<file path="config.mk">
export PLATFORM = sky130hd
export DESIGN_NAME = param_lifo
export DESIGN_NICKNAME = d
export VERILOG_FILES = /design/src/rtl/lifo_pkg.sv /design/src/rtl/lifo_mem.sv /design/src/rtl/param_lifo.sv
export SDC_FILE = /design/constraint.sdc
export NUM_CORES = 1
export LEC_CHECK = 0
export ABC_CLOCK_PERIOD_IN_PS = 4100
export CAP_MARGIN = 30
export CELL_PAD_IN_SITES_DETAIL_PLACEMENT = 1
export CELL_PAD_IN_SITES_GLOBAL_PLACEMENT = 1
export CORE_MARGIN = 10
export CORE_UTILIZATION = 51
export DETAILED_ROUTE_END_ITERATION = 8
export HOLD_SLACK_MARGIN = 0.15
export PLACE_DENSITY_LB_ADDON = 0.2
export SYNTH_ARGS = -nofsm -noshare
export SYNTH_HDL_FRONTEND = slang
export SYNTH_HIERARCHICAL = 1
export SYNTH_SLANG_ARGS = --single-unit
</file>
<file path="constraint.sdc">
create_clock -name clk -period 4.1 [get_ports clk]
set_clock_uncertainty 0.05 [all_clocks]
set_input_delay 0.82 -clock clk [delete_from_list [all_inputs] [get_ports clk]]
set_output_delay 0.82 -clock clk [all_outputs]
set_load 0.1 [all_outputs]
</file>
<file path="src/rtl/lifo_pkg.sv">
// Shared types and helpers for the parametrised LIFO.
package lifo_pkg;

   typedef enum logic [1:0] {
      OP_NOP,
      OP_PUSH,
      OP_POP,
      OP_SWAP
   } lifo_op_t;

   // Occupancy counter width: must hold 0..depth inclusive.
   function automatic int cnt_w(input int depth);
      return $clog2(depth + 1);
   endfunction

endpackage

</file>
<file path="src/rtl/lifo_mem.sv">
// Register array with one synchronous write port and one asynchronous read port.
module lifo_mem #(
   parameter int WIDTH = 8,
   parameter int DEPTH = 8,
   parameter int AW    = $clog2(DEPTH)
) (
   input  logic             clk,
   input  logic             we,
   input  logic [AW-1:0]    waddr,
   input  logic [WIDTH-1:0] wdata,
   input  logic [AW-1:0]    raddr,
   output logic [WIDTH-1:0] rdata
);

   logic [WIDTH-1:0] mem [DEPTH];

   // No reset: stale entries are never visible because count gates every read.
   always_ff @(posedge clk) begin
      if (we) begin
         mem[waddr] <= wdata;
      end
   end

   assign rdata = mem[raddr];

endmodule

</file>
<file path="src/rtl/param_lifo.sv">
// Parametrised stack: push/pop/swap with registered pop data, occupancy flags and sticky errors.
module param_lifo
   import lifo_pkg::*;
#(
   parameter int WIDTH    = 8,
   parameter int DEPTH    = 8,
   parameter int AF_LEVEL = DEPTH - 1
) (
   input  logic                       clk,
   input  logic                       reset,
   input  logic                       en,
   input  logic                       push,
   input  logic                       pop,
   input  logic [WIDTH-1:0]           data_in,
   input  logic                       clr_err,
   output logic [WIDTH-1:0]           data_out,
   output logic                       pop_valid,
   output logic [WIDTH-1:0]           top,
   output logic [$clog2(DEPTH+1)-1:0] count,
   output logic                       empty,
   output logic                       full,
   output logic                       almost_full,
   output logic                       overflow,
   output logic                       underflow
);

   localparam int CW = cnt_w(DEPTH);
   localparam int AW = $clog2(DEPTH);

   function automatic lifo_op_t decode_op(input logic en_i, input logic push_i, input logic pop_i);
      if (!en_i) begin
         return OP_NOP;
      end
      case ({push_i, pop_i})
         2'b10:   return OP_PUSH;
         2'b01:   return OP_POP;
         2'b11:   return OP_SWAP;
         default: return OP_NOP;
      endcase
   endfunction

   lifo_op_t         op;
   logic [CW-1:0]    top_idx;
   logic             we;
   logic [AW-1:0]    waddr;
   logic [AW-1:0]    raddr;
   logic [WIDTH-1:0] rdata;

   assign op          = decode_op(en, push, pop);
   assign empty       = (count == '0);
   assign full        = (count == CW'(DEPTH));
   assign almost_full = (count >= CW'(AF_LEVEL));

   // Index of the current top; only meaningful when not empty.
   assign top_idx = count - CW'(1);
   assign raddr   = AW'(top_idx);
   assign top     = empty ? '0 : rdata;

   always_comb begin
      we    = 1'b0;
      waddr = raddr;
      case (op)
         OP_PUSH: begin
            we    = !full;
            waddr = AW'(count);
         end
         OP_SWAP: we = !empty;
         default: we = 1'b0;
      endcase
   end

   lifo_mem #(
      .WIDTH (WIDTH),
      .DEPTH (DEPTH),
      .AW    (AW)
   ) u_mem (
      .clk   (clk),
      .we    (we),
      .waddr (waddr),
      .wdata (data_in),
      .raddr (raddr),
      .rdata (rdata)
   );

   always_ff @(posedge clk or posedge reset) begin
      if (reset) begin
         count     <= '0;
         data_out  <= '0;
         pop_valid <= 1'b0;
         overflow  <= 1'b0;
         underflow <= 1'b0;
      end else begin
         pop_valid <= 1'b0;
         // Clear first so a coincident new error below takes precedence.
         if (clr_err) begin
            overflow  <= 1'b0;
            underflow <= 1'b0;
         end
         case (op)
            OP_PUSH: begin
               if (full) begin
                  overflow <= 1'b1;
               end else begin
                  count <= count + CW'(1);
               end
            end
            OP_POP: begin
               if (empty) begin
                  underflow <= 1'b1;
               end else begin
                  data_out  <= rdata;
                  pop_valid <= 1'b1;
                  count     <= count - CW'(1);
               end
            end
            OP_SWAP: begin
               // Empty swap passes the incoming word straight through.
               data_out  <= empty ? data_in : rdata;
               pop_valid <= 1'b1;
            end
            default: begin
            end
         endcase
      end
   end

endmodule

</file>
# ---- After elaboration in Yosys (flattened, before gate mapping)
# Memory sizes are Yosys's and may differ from the RTL's.
# Index checks and enable logic that the tools add are counted.
dict set report totals {
  register_bits 15
  ramBits 64
  output_inout_bits 26
  mem_count 1
  word_cells 46
}
dict set report classes {
  n_eq_ne 9
  n_reduce_logical 7
  muxes 21
  n_addsub 2
  n_lt_le_gt_ge 1
}
# name words width rd rd_clocked_by_memory_dff write_ports line_no
set memory_table {}
lappend memory_table {u_mem.mem 8 8 1 0 1 lifo_mem.sv:15} ;# logic [WIDTH-1:0] mem [DEPTH];
# op count
set ops {}
lappend ops {{two-way mux 8 bit} 3}
lappend ops {{one-hot mux 8 bit (2 select lines)} 1}
lappend ops {{two-way mux 1 bit} 9}
lappend ops {{== test 2 bit (second input constant)} 4}
lappend ops {{two-way mux 4 bit} 2}
lappend ops {{one-hot mux 4 bit (2 select lines)} 1}
lappend ops {{one-hot mux 2 bit (3 select lines)} 1}
lappend ops {{adder 4 x 1 -> 4 bit (second input constant)} 1}
lappend ops {{== test 2 x 1 -> 1 bit (second input constant)} 2}
lappend ops {{== test 4 bit (second input constant)} 1}
lappend ops {{greater-or-equal comparator 4 x 3 -> 1 bit (second input constant)} 1}
lappend ops {{zero test 4 bit} 1}
lappend ops {{!= test 2 bit (second input constant)} 2}
lappend ops {{one-hot mux 1 bit (2 select lines)} 2}
lappend ops {{nonzero test 2 bit} 2}
lappend ops {{subtractor 4 x 1 -> 4 bit (second input constant)} 1}
lappend ops {{two-way mux 3 bit} 1}
lappend ops {{AND reduction 3 bit} 1}
lappend ops {{zero test 1 bit} 2}
lappend ops {{two-way mux 2 bit} 1}
lappend ops {{AND reduction 2 bit} 1}

# ---- Depth between registers and ports, before layout
dict set report logic_depth {
  depth_word 7
  ltp_mapped 9
  ltp_nobuf 7
}

# ---- Hierarchy
# The synthesis kept the hierarchy.
# mod area_each_um2 n_inst cells_per_inst
set modules_own_cells {}
lappend modules_own_cells {lifo_mem 2531.2 1 106}
lappend modules_own_cells {param_lifo 883.3 1 93}

# ---- Least setup slack after synthesis
# OpenSTA, ideal clock, no wires.
dict set report synth_path {
  path_type {register -> output}
  startpoint {register count[0]}
  endpoint {output port top[0]}
  t_required_ns 3.230
  path_stages_with_launch 9
  slack_ns -0.554
  arrival_time_ns 3.784
  path_cell_list {dfrtp_1 inv_1 ha_1 xor2_1 clkbuf_1 buf_2 mux4_2 mux2_2 nor2b_1}
}
dict set report synth_between {
  elab_chain_len 3
}
# item line_no
set synth_rtl {}
lappend synth_rtl {{from (decl)} param_lifo.sv:19} ;# output logic [$clog2(DEPTH+1)-1:0] count,
lappend synth_rtl {{from (signal assigned)} param_lifo.sv:104} ;# count <= count + CW'(1);
lappend synth_rtl {{from (signal assigned)} param_lifo.sv:113} ;# count <= count - CW'(1);
lappend synth_rtl {{subtractor 4 x 1 -> 4 bit} n/a}
lappend synth_rtl {{named net top_idx[0]} param_lifo.sv:43} ;# logic [CW-1:0] top_idx;
lappend synth_rtl {{memory (8 x 8 bit)} n/a}
lappend synth_rtl {{named net rdata[0]} param_lifo.sv:47} ;# logic [WIDTH-1:0] rdata;
lappend synth_rtl {{two-way mux 8 bit} param_lifo.sv:57} ;# assign top = empty ? '0 : rdata;
lappend synth_rtl {{to (decl)} param_lifo.sv:18} ;# output logic [WIDTH-1:0] top,
# The timed path passes the listed nets, and every way through them passes these cells.

# ---- Final worst setup path
dict set report layout_path {
  startpoint {register count[1]}
  endpoint {output port top[7]}
}
# Same word-level chain as after synthesis.

==> summary.txt <==
Routing
  – Post-DRT Antenna Nets: 0
  – Vias: 2,005
  – Number of iterations in the first detailed-routing pass: 4
  – Number of DRC markers in iteration 0: 124
  – Wire per inst: 25.4 microns
  – DRC errors left: 0
  – Drt total wl: 8.43 mm
  – Vias/cell: 6.04

Logic synthesis
  – Post-synthesis instance area: 0.00341 sq mm
  – Largest family of logic cells by synthesized area: multiplexers
  – Post-Syn Instances: 199
  – Unique cell type count in the Yosys netlist: 34
  – Number of synthesized flops with an enable pin: 64
  – Asr flop ratio synth: 19.0%
  – Count leader, synth: edfxtp_1
  – Synthesized Nets: 215
  – Seq/Total Area, Yosys: 67.3%
  – Flops & latches, synth: 79
  – Synth Area in Simple Gates: 7.22%
  – Share of the synthesized area in the top cell type: 56.3%
  – Compound-Gate Fraction of Synth Area: 4.62%
  – Synth top area cells: edfxtp_1, mux4_1, dfrtp_1
  – Synth Area in XOR/XNOR: 2.31%
  – Area leader, netlist: edfxtp_1
  – Post-Synth Adder-Cell Area: 0.733%
  – Mux cell area share after synthesis: 15.1%
  – YS warnings: 6
  – Synth Flop Type: edfxtp_1
  – Top cells by instance count after synthesis: edfxtp_1, nor2_1, dfrtp_1, mux4_1, a21oi_1
  – Syn Area/Cell: 17.2 sq um

Clocking
  – Depth of the CTS H-tree: 3
  – CTS buffer count: 9
  – Setup bufs post-CTS: 0
  – Maximum buffer depth of the clock tree: 2
  – Clk root buf: clkbuf_8
  – Worst skew pair latency: 350 ps
  – CTS Sinks: 79
  – Register clock-pin slew on the reported worst setup and hold paths: 80 ps
  – Hold_buf cts: 0
  – Resized Gates After CTS: 0
  – CTS tree: done

Global routing
  – Tot GR Track Use: 16.8%
  – First-pass GRT wire length: 12.6 mm
  – Largest net degree at the start of global routing: 18
  – Number of global-route vias before repair: 2,147
  – Antenna violations before repair: 0
  – Total gr overflow: 0

Floorplan
  – Chip height: 102 microns
  – Core area: 0.00642 sq mm
  – Cell Rows: 29
  – Initial Utilization: 53.2%
  – Die area: 0.0104 sq mm
  – Die X: 102 microns
  – Num ports: 40

Status
  – Status: finished clean

Timing
  – Highest clock rate: 0.284 GHz
  – RSZ-0062 raised after global routing: no
  – Final Setup Violations: 0
  – Minimum clock period: 3520 ps
  – Final period utilization: 86.0%
  – Worst hold slack: 512 ps
  – Max Slew Vio Count: 0
  – Final Hold Violating Endpoints: 0
  – Slew HR: 29.9%
  – Transition time at the pin with the least slew margin: 1050 ps

Critical path
  – Worst-path maximum fanout: 16
  – CP Launch Type: flop
  – CP Cell Sequence: inv_1 > ha_1 > xor2_1 > buf_4 > mux4_1 > mux2_2 > nor2b_2 > buf_12
  – Critical path class: reg2out
  – Element type at the critical path end: output port
  – CP max stage delay: 460 ps
  – Slowest-stage cell, CP: dfrtp_1
  – Worst EP required: 3230 ps
  – Worst path arrival time: 2650 ps

Finish
  – Final Net Count: 266
  – Filler instances: 560
  – ANT cells: 0
  – Syn-to-layout area delta: 23.9%
  – Fraction of layout cells with a size suffix above 1: 22.4%

Placed design
  – Placer Congestion: 0.806
  – Post-DP HPWL: 5.65 mm
  – I/O Buffers: 39

Min path
  – Hold Path Class: reg2reg

Run
  – Max Cap Viol: 0
area by class of cell:
type	instances	area, sq um	area share, %
multi-input combinational	104	1040	24.7
clock buffer	10	128	3.02
sequential	79	2300	54.3
clock inverter	6	85.1	2.01
inverter	7	26.3	0.621
tap	77	96.3	2.28
timing repair buffer	49	553	13.1
kinds of logic after synthesis:
group                      count (synthesis)
AOI/OAI and AO/OA                         24
adders and majority gates                  2
buffers and inverters                     16
and+or+nand+nor                           44
DFF                                       79
muxes                                     25
xor gates and xnor gates                   9
metal layers:
| metal | wire, microns | up-vias | GRT usage (%) |
|---|---|---|---|
| li1 | - | 885 | - |
| met2 | 4410 | 58 | 29.0 |
| met5 | 0 | - | 0 |
| met1 | 3440 | 1041 | 19.8 |
| met3 | 342 | 21 | 3.58 |
| met4 | 239 | 0 | 7.92 |
worst max-delay path: cells and delay by family, from the launching register on:
| kind | cells | cell delay [ps] |
|---|---|---|
| multiplexers | 2 | 620 |
| buffers and inverters | 3 | 580 |
| flip-flops | 1 | 460 |
| adder cells (fa/ha/maj) | 1 | 290 |
| XOR/XNOR | 1 | 170 |
| AND/OR/NAND/NOR | 1 | 170 |
through the flow:
stage / worst slack, ps / TNS (ps) / instances / area [sq um] / utilization [%]
CTS: 534 / 0 / 331 / 4220 / 65.8
finish: 576 / 0 / 332 / 4230 / 65.9
global placement: 788 / 0 / 315 / 4010 / 62.4
global route: 436 / 0 / 332 / 4230 / 65.9
detailed placement: 521 / 0 / 315 / 4010 / 62.4
floorplan: -24.7 / -24.7 / 199 / 3430 / -
cells in the final DEF (no fill, tap or decap), types with 2 or more instances in the layout:
cell type	n
nor2b_2	8
o32ai_1	2
nand2b_1	4
buf_12	9
nor3_1	2
a21oi_1	10
xnor2_1	6
ha_1	2
nand2_1	6
clkdlybuf4s50_1	29
buf_4	11
o22ai_1	8
edfxtp_1	64
mux2_2	8
clkbuf_8	9
inv_1	7
dfrtp_1	15
xor2_1	3
bufinv_16	2
mux4_1	15
nor2_1	18
path summary, 6_finish.rpt:
check / startpoint / endpoint / slack (ps) / cells after the start
worst max register to register: count[1]$_DFFE_PP0P_ / data_out[5]$_DFFE_PP0P_ / 1170 / 6
min in group asynchronous: reset / pop_valid$_DFF_PP0_ / 790 / 2
max in group asynchronous: reset / count[1]$_DFFE_PP0P_ / 2810 / 2
worst max-delay path: count[1]$_DFFE_PP0P_ / top[7] / 580 / 8
worst min register to register: data_out[1]$_DFFE_PP0P_ / data_out[1]$_DFFE_PP0P_ / 510 / 2
worst min-delay path: data_out[1]$_DFFE_PP0P_ / data_out[1]$_DFFE_PP0P_ / 510 / 2
registers in the layout, indices dropped and copies added, names as in the netlist:
name	cells
underflow	1
overflow	1
count	4
pop_valid	1
u_mem/mem	64
data_out	8
Power is not shown: default switching activity piles up to over one toggle a cycle in this logic, so the estimate is an artifact.
